<file path="src/rtl/edvs_pkg.sv">
// Shared definitions for the eDVS command sequencer: FSM encoding, the default
// command table and the command-index width helper.
package edvs_pkg;

  typedef enum logic [2:0] {
    S_IDLE      = 3'd0,
    S_LOAD      = 3'd1,
    S_ISSUE     = 3'd2,
    S_WAIT_BUSY = 3'd3,
    S_WAIT_DONE = 3'd4,
    S_GAP       = 3'd5,
    S_NEXT      = 3'd6
  } state_t;

  localparam int DEF_NUM_CMDS = 4;
  localparam int DEF_MAX_LEN  = 8;

  // Slots 3..0 hold "??\n", "R\n", "-E\n", "+E\n", right-aligned in 64-bit slots.
  localparam logic [DEF_NUM_CMDS*DEF_MAX_LEN*8-1:0] DEF_CMD_TABLE = {
    64'h0000_0000_003F_3F0A,
    64'h0000_0000_0000_520A,
    64'h0000_0000_002D_450A,
    64'h0000_0000_002B_450A
  };

  localparam logic [DEF_NUM_CMDS*8-1:0] DEF_CMD_LENS = {8'd3, 8'd2, 8'd3, 8'd3};

  function automatic int cw_of(input int n);
    return (n <= 2) ? 1 : $clog2(n);
  endfunction

endpackage

</file>
<file path="src/rtl/edvs_req_fifo.sv">
// Synchronous request FIFO with flush; full/empty derived from wrap-bit pointers.
module edvs_req_fifo #(
  parameter int WIDTH = 2,
  parameter int DEPTH = 4
) (
  input  logic             clk,
  input  logic             reset,
  input  logic             flush,
  input  logic             push,
  input  logic [WIDTH-1:0] din,
  input  logic             pop,
  output logic [WIDTH-1:0] dout,
  output logic             full,
  output logic             empty
);

  localparam int AW = $clog2(DEPTH);

  logic [WIDTH-1:0] mem [DEPTH];
  logic [AW:0]      wr_ptr;
  logic [AW:0]      rd_ptr;

  assign empty = (wr_ptr == rd_ptr);
  assign full  = (wr_ptr[AW] != rd_ptr[AW]) && (wr_ptr[AW-1:0] == rd_ptr[AW-1:0]);
  assign dout  = mem[rd_ptr[AW-1:0]];

  always_ff @(posedge clk or posedge reset) begin
    if (reset) begin
      wr_ptr <= '0;
      rd_ptr <= '0;
    end else if (flush) begin
      wr_ptr <= '0;
      rd_ptr <= '0;
    end else begin
      if (push && !full) wr_ptr <= wr_ptr + (AW+1)'(1);
      if (pop && !empty) rd_ptr <= rd_ptr + (AW+1)'(1);
    end
  end

  always_ff @(posedge clk) begin
    if (push && !full && !flush) mem[wr_ptr[AW-1:0]] <= din;
  end

endmodule

</file>
<file path="src/rtl/edvs_cmd_sequencer.sv">
// Queues command requests and streams the selected ASCII command string, one byte per
// transmitter handshake, to the UART feeding the eDVS RX pin.
module edvs_cmd_sequencer
  import edvs_pkg::*;
#(
  parameter int                              NUM_CMDS   = DEF_NUM_CMDS,
  parameter int                              MAX_LEN    = DEF_MAX_LEN,
  parameter logic [NUM_CMDS*MAX_LEN*8-1:0]   CMD_TABLE  = DEF_CMD_TABLE,
  parameter logic [NUM_CMDS*8-1:0]           CMD_LENS   = DEF_CMD_LENS,
  parameter int                              REQ_DEPTH  = 4,
  parameter int                              GAP_CYCLES = 0,
  parameter int                              TX_TIMEOUT = 1024,
  localparam int                             CW         = cw_of(NUM_CMDS)
) (
  input  logic          clk,
  input  logic          reset,
  input  logic          req_valid,
  input  logic [CW-1:0] req_cmd,
  output logic          req_ready,
  input  logic          abort,
  output logic [7:0]    tx_byte,
  output logic          tx_wr_en,
  input  logic          tx_busy,
  output logic          busy,
  output logic          done,
  output logic [CW-1:0] done_cmd,
  output logic          err,
  output logic [2:0]    fsm_state
);

  localparam int SLOT_W = MAX_LEN * 8;
  localparam int KW     = $clog2(MAX_LEN) + 1;
  localparam int TW     = $clog2(TX_TIMEOUT) + 1;
  localparam int GW     = $clog2(GAP_CYCLES + 1) + 1;

  state_t         state;
  logic [CW-1:0]  cmd;
  logic [KW-1:0]  k;
  logic [TW-1:0]  timer;
  logic [GW-1:0]  gap_cnt;
  logic           aborted;

  logic [CW-1:0]  fifo_dout;
  logic           fifo_full;
  logic           fifo_empty;
  logic           req_fire;
  logic           cmd_ok;
  logic           push;
  logic           pop;
  logic           bad_req;

  logic [SLOT_W-1:0] slot;
  logic [7:0]        cur_len;
  logic [7:0]        table_byte;
  logic              last_byte;

  // Handshake: a request is taken on a cycle where req_valid and req_ready are both high;
  // a request presented together with abort is discarded.
  assign req_ready = !fifo_full;
  assign req_fire  = req_valid && req_ready && !abort;
  assign cmd_ok    = int'(req_cmd) < NUM_CMDS;
  assign push      = req_fire && cmd_ok;
  assign bad_req   = req_fire && !cmd_ok;
  assign pop       = (state == S_IDLE) && !fifo_empty && !abort;
  assign busy      = (state != S_IDLE) || !fifo_empty;
  assign fsm_state = state;

  edvs_req_fifo #(
    .WIDTH (CW),
    .DEPTH (REQ_DEPTH)
  ) u_fifo (
    .clk   (clk),
    .reset (reset),
    .flush (abort),
    .push  (push),
    .din   (req_cmd),
    .pop   (pop),
    .dout  (fifo_dout),
    .full  (fifo_full),
    .empty (fifo_empty)
  );

  // Strings are right-aligned, so byte k counts down from the top of the used part of the slot.
  always_comb begin
    slot       = SLOT_W'(CMD_TABLE >> (int'(cmd) * SLOT_W));
    cur_len    = 8'(CMD_LENS >> (int'(cmd) * 8));
    table_byte = 8'(slot >> (8 * (int'(cur_len) - 1 - int'(k))));
    last_byte  = (int'(k) == int'(cur_len) - 1);
  end

  always_ff @(posedge clk or posedge reset) begin
    if (reset) begin
      state    <= S_IDLE;
      cmd      <= '0;
      k        <= '0;
      timer    <= '0;
      gap_cnt  <= '0;
      aborted  <= 1'b0;
      tx_byte  <= '0;
      tx_wr_en <= 1'b0;
      done     <= 1'b0;
      done_cmd <= '0;
      err      <= 1'b0;
    end else begin
      tx_wr_en <= 1'b0;
      done     <= 1'b0;
      err      <= bad_req;
      case (state)
        S_IDLE: begin
          aborted <= 1'b0;
          if (pop) begin
            cmd   <= fifo_dout;
            k     <= '0;
            state <= S_LOAD;
          end
        end
        S_LOAD: begin
          if (abort) state <= S_IDLE;
          else begin
            tx_byte <= table_byte;
            state   <= S_ISSUE;
          end
        end
        S_ISSUE: begin
          if (abort) state <= S_IDLE;
          else if (!tx_busy) begin
            tx_wr_en <= 1'b1;
            timer    <= '0;
            state    <= S_WAIT_BUSY;
          end
        end
        S_WAIT_BUSY: begin
          // Once a byte is written it must finish on the wire, so abort is only remembered here.
          if (abort) aborted <= 1'b1;
          if (tx_busy) state <= S_WAIT_DONE;
          else if (timer == TW'(TX_TIMEOUT - 1)) begin
            err   <= 1'b1;
            state <= S_IDLE;
          end else timer <= timer + TW'(1);
        end
        S_WAIT_DONE: begin
          if (abort) aborted <= 1'b1;
          if (!tx_busy) begin
            gap_cnt <= '0;
            if (abort || aborted) state <= S_IDLE;
            else if (GAP_CYCLES > 0) state <= S_GAP;
            else state <= S_NEXT;
          end
        end
        S_GAP: begin
          if (abort) state <= S_IDLE;
          else if (gap_cnt == GW'(GAP_CYCLES - 1)) state <= S_NEXT;
          else gap_cnt <= gap_cnt + GW'(1);
        end
        S_NEXT: begin
          if (abort) state <= S_IDLE;
          else if (last_byte) begin
            done     <= 1'b1;
            done_cmd <= cmd;
            state    <= S_IDLE;
          end else begin
            k     <= k + KW'(1);
            state <= S_LOAD;
          end
        end
        default: state <= S_IDLE;
      endcase
    end
  end

endmodule

</file>
<file path="config.mk">
export PLATFORM = sky130hd
export DESIGN_NAME = edvs_cmd_sequencer
export DESIGN_NICKNAME = d
export VERILOG_FILES = /design/src/rtl/edvs_pkg.sv /design/src/rtl/edvs_req_fifo.sv /design/src/rtl/edvs_cmd_sequencer.sv
export SDC_FILE = /design/constraint.sdc
export NUM_CORES = 1
export LEC_CHECK = 0
export ABC_AREA = 1
export CAP_MARGIN = 20
export CORE_AREA = 10 10 107 85
export CTS_BUF_LIST = sky130_fd_sc_hd__clkbuf_8
export CTS_CLUSTER_SIZE = 25
export DETAILED_ROUTE_END_ITERATION = 10
export DIE_AREA = 0 0 117 95
export PLACE_DENSITY_LB_ADDON = 0.12
export SLEW_MARGIN = 20
export SYNTH_ARGS = -nofsm -noshare
export SYNTH_HDL_FRONTEND = slang
export SYNTH_SLANG_ARGS = --single-unit
export TNS_END_PERCENT = 100
</file>
<file path="constraint.sdc">
create_clock -name clk -period 4.9 [get_ports clk]
set_input_delay 1.225 -clock clk [delete_from_list [all_inputs] [get_ports clk]]
set_output_delay 1.225 -clock clk [all_outputs]
set_load 0.05 [all_outputs]
</file>
# --- After elaboration in Yosys (flattened, before gate mapping) ---
# Memories as Yosys holds them, arrays and structs flattened. A register that Yosys moved wholly into a read port is not among the register bits.
# Cells that the tools add are included.
totals:
  regBits: 39
  ram_bits: 8
  inputBits: 7
  out_inout_bits: 18
  word_cells: 121
  n_memories: 1
classes:
  addsub: 7
  eq_ne: 24
  shifts: 3
  mux: 43
  n_bitwise: 1
  n_reduce_logical: 30
memory_table:
  columns: ["memory", "words", "word_bits", "read_ports", "rd_clocked_by_memory_dff", "wr", "line_no", "text"]
  rows:
  - ["u_fifo.mem", 4, 2, 1, 1, 1, "edvs_req_fifo.sv:19", "logic [WIDTH-1:0] mem [DEPTH];"]
op_table:
  columns: ["operator", "count"]
  rows:
  - ["214-bit by 8-bit >> shifter with 64-bit output, first input constant", 1]
  - ["64-bit by 32-bit >> shifter with 8-bit output", 1]
  - ["11-bit 2-to-1 mux", 4]
  - ["3-bit 2-to-1 mux", 13]
  - ["26-bit by 5-bit >> shifter with 8-bit output, first input constant", 1]
  - ["11-bit one-hot mux with 2 select lines", 1]
  - ["3-bit one-hot mux with 7 select lines", 1]
  - ["1-bit 2-to-1 mux", 17]
  - ["2-bit inequality test, second input constant", 8]
  - ["4-bit 2-to-1 mux", 3]
  - ["2-bit nonzero test", 6]
  - ["11-bit by 1-bit adder with 11-bit output, second input constant", 1]
  - ["11-bit by 10-bit equality test with 1-bit output, second input constant", 1]
  - ["5-bit AND reduction", 2]
  - ["9-bit by 5-bit subtractor with 10-bit output", 1]
  - ["3-bit equality test, second input constant", 3]
  - ["5-bit by 9-bit equality test with 1-bit output", 1]
  - ["3-bit inequality test, second input constant", 3]
  - ["8-bit by 1-bit subtractor with 9-bit output, second input constant", 1]
  - ["1-bit logical AND", 8]
  - ["4-bit one-hot mux with 2 select lines", 1]
  - ["3-bit by 1-bit adder with 3-bit output, second input constant", 2]
  - ["3-bit by 2-bit equality test with 1-bit output, second input constant", 2]
  - ["2-bit AND reduction", 3]
  - ["other kinds (17)", 23]

# --- Depth between registers and ports, before layout ---
logic_depth:
  depth_word: 9
  ltp_mapped: 14

# --- Modules after synthesis ---
# Synthesis repeated with hierarchy kept, for this count alone.
hier_totals:
  cells_unflattened: 378
  hier_area_um2: 2931.6
by_module_without_submodules:
  columns: ["module", "n_inst", "cells_per_inst", "area_per_inst_um2"]
  rows:
  - ["edvs_cmd_sequencer", 1, 295, 2143.3]
  - ["edvs_req_fifo", 1, 83, 788.3]

# --- Worst setup path after synthesis ---
# No wires, ideal clock.
synth_timing:
  kind: "register to output"
  from: "register state[1], in the netlist fsm_state[1]"
  to: "output port busy"
  t_arrival_ns: 1.656
  required_ns: 3.675
  path_slack_ns: 2.019
  stages_incl_launch_ff: 4
  path_buffers: 1
  path_cell_list: "dfrtp_1 > buf_4 > nor3_2 > nand4_1"
synth_via:
  elab_chain_cells: 2
synth_rtl:
  columns: ["element", "line_no", "text"]
  rows:
  - ["start: declaration", "edvs_cmd_sequencer.sv:36", "state_t state;"]
  - ["start signal: assignment", "edvs_cmd_sequencer.sv:93", "state <= S_IDLE;"]
  - ["start signal: assignment", "edvs_cmd_sequencer.sv:114", "state <= S_LOAD;"]
  - ["start signal: assignment", "edvs_cmd_sequencer.sv:118", "if (abort) state <= S_IDLE;"]
  - ["3-bit nonzero test", "edvs_cmd_sequencer.sv:65", "assign busy = (state != S_IDLE) || !fifo_empty;"]
  - ["1-bit logical OR", "edvs_cmd_sequencer.sv:65", null]
  - ["end: declaration", "edvs_cmd_sequencer.sv:24", "output logic busy,"]
# Every way passes these cells.

# --- Final worst setup path ---
# Same ends and word-level chain as after synthesis.

==> impl_metrics.ini <==
[status]
outcome = completed

[final_layout]
n_antenna_cell = 0
layout_common_cells = nand2_1 (78), dfrtp_1 (40), inv_1 (36), nand3_1 (34), nor2_1 (28)
fillers = 721
final_common_cell = nand2_1
nets = 373
drive_gt1_share_pct = 9.04
syn_to_final_growth_pct = 14.3
postLayoutCoreUtil_pct = 44.1

[power_and_ir_drop]
p_clk_share_pct = 15.6
seq_power_share_pct = 36.8
sw_frac_of_total_pct = 47.2
peakVddDrop_mv = 0.210
p_leak_nw = 1.44
p_per_area_nw_per_um2 = 512
internal-power_w = 0.000844
power.switching_w = 0.000756
pwr-share-comb_pct = 47.6

[detailed_routing]
route.detailed.drc = 0
drt_iter0_drc = 162
dr_total_vias = 2131
vias_per_cell = 4.83
wl_per_cell_um = 12.9
drtAntennaViolNets = 0
wl_um = 5690
drtPass1Iterations = 4

[floorplanning]
num_rows = 27
ios = 25
fp.coreArea_um2 = 7090
die-area_um2 = 11100
initial_utilization_pct = 38.6
die_x_um = 117
die_height_um = 95

[timing]
slew_violations = 0
finalCritPeriodShare_pct = 71.6
worst_slew_pin_slew_ns = 0.524
setup_viol = 0
fin_crit_ns = 3.51
holdWs_ns = 0.479
fmax_mhz = 285
setup_ws_ns = 1.39
tns_ns = 0
skew_ns = 0.00438
slew_headroom_pct = 65.0
grt_setup_unrepaired = false
finalHoldViolCount = 0

[setup_path]
end_kind = output pin
startpoint_type = flip-flop
critPathMaxFanout = 10
cp.required_ns = 3.67
crit_arrival_ns = 2.28
critical_path_class = flip-flop to output pin

[clocking]
cts-resized-gates = 0
cts_root_buffer = clkbuf_8
path_clk_slew_ns = 0.09
cts_tree = yes
cts.sinks = 48
cts_setup_buffers = 0
insertion_delay_ns = 0.31
htreeDepth = 2
cts_hold_buffers = 0
clockBufferDepth = 2
numCtsBuffers = 5

[run]
max-cap-violations = 0

[synth]
synthAdderAreaFrac_pct = 6.22
synth_top_family_by_area = simple AND/OR/NAND/NOR gates
syn_inst = 328
synthSimpleGateAreaFrac_pct = 30.7
synth_area_um2 = 2740
synth_fp_nets = 348
yosysSeqAreaShare_pct = 45.4
synth_seq_cells = 48
ys_top_cells_by_area = dfrtp_1 (37%), nand2_1 (11%), edfxtp_1 (8.8%)
synth_xor_area_share_pct = 2.24
synth_compound_area_share_pct = 7.59
yosysTopAreaCell = dfrtp_1
postSynthAreaPerCell_um2 = 8.34
synth_cell_types = 35
yosys-mux-area-fraction_pct = 0.366
synth_top_area_share_pct = 36.6
synth_warnings = 0

[global_routing]
grt_first_pass_wirelength_um = 9490
grt_max_degree = 41
grt_pass1_vias = 1956
grt_usage_pct = 10.8
grt-ovfl-total = 0
antenna_found_initial = 0

[min_path]
min_path_type = flip-flop to flip-flop

[placement]
numPortBuffers = 23
place_ws_ns = 1.77
dpl.hpwl_um = 4220
routabilityCongestion = 0.815
metal layers:
| metal | routed length (µm) | up-vias | track usage (%) | share of wire (%) |
|---|---|---|---|---|
| met5 | 0 | - | 0 | 0 |
| met4 | 50 | 0 | 4.62 | 0.88 |
| met3 | 343 | 6 | 2.66 | 6.0 |
| met2 | 2100 | 50 | 13.6 | 37 |
| met1 | 3200 | 952 | 16.6 | 56 |
| li1 | - | 1123 | - | - |
cells in the mapped netlist, drive strengths merged:
master,instances
edfxtp,8
nand2,82
inv,41
nand4,12
ha,12
xnor2,2
dfrtp,40
o22ai,3
nor3,8
buf,6
a21oi,3
nor2,34
a31oi,1
a21boi,1
mux2i,1
conb,1
xor2,5
fa,1
nand3,37
o21ai,29
nand3b,1
per-stage QoR:
step	instances	area, µm²	total power (W)
after floorplan	328	2740	0.00117
after global placement	433	3030	0.00136
after detailed placement	433	3030	0.00136
after CTS	441	3130	0.00161
after global routing	441	3130	0.00173
final	441	3130	0.00160
critical path: stages (launching register included):
cell and delay (ns):
dfrtp_1 0.54, nor3_2 0.45, nand4_1 0.22, clkdlybuf4s50_1 0.75
power groups by stage:
stage | clock, W | sequential, W | combinational (W)
2_1_floorplan | 0 | 0.000681 | 0.000485
3_3_place_gp | 0 | 0.000593 | 0.000767
3_5_place_dp | 0 | 0.000595 | 0.000763
4_1_cts | 0.000259 | 0.000588 | 0.000766
5_1_grt | 0.000268 | 0.000604 | 0.000859
6_report | 0.000250 | 0.000588 | 0.000761
state kept, by name (all words and copies together), names as in the netlist:
| signal | count |
|---|---|
| tx_wr_en | 1 |
| err | 1 |
| aborted | 1 |
| timer | 11 |
| done_cmd | 2 |
| fsm_state | 3 |
| u_fifo.wr_ptr | 3 |
| u_fifo.rd_ptr | 3 |
| u_fifo.mem | 8 |
| tx_byte | 7 |
| k | 4 |
| done | 1 |
| gap_cnt | 1 |
| cmd | 2 |
path summary, 6_finish.rpt:
path	to	slack [ns]	cells after the start	startpoint
min in group asynchronous	u_fifo.wr_ptr[1]	1.33	3	reset
worst min-delay path	gap_cnt	0.48	2	gap_cnt
max in group asynchronous	timer[3]	3.22	3	reset
worst max register to register	tx_byte[1]	2.59	12	cmd[0]
worst max-delay path	busy	1.39	3	fsm_state[1]
worst min register to register	gap_cnt	0.48	2	gap_cnt
kinds of logic (layout without fill, tap and decap cells):
family / count (synthesis) / count (layout)
AND/OR/NAND/NOR: 174 / 174
multiplexers: 1 / 1
other: 1 / 1
AO/OA/AOI/OAI: 37 / 37
XOR/XNOR: 7 / 7
flip-flops: 48 / 48
adder cells (fa/ha/maj): 13 / 13
buffers and inverters: 47 / 73
area by class of cell:
| cell class | count | area [µm²] | share of cell area [%] |
|---|---|---|---|
| clock buffers | 5 | 68.8 | 2.20 |
| clock inverters | 3 | 23.8 | 0.760 |
| inverters | 41 | 154 | 4.92 |
| multi-input cells | 233 | 1290 | 41.3 |
| flip-flops and latches | 48 | 1240 | 39.7 |
| well taps | 87 | 109 | 3.48 |
| repair buffers | 24 | 238 | 7.60 |
(Power assumes the default switching activity.)
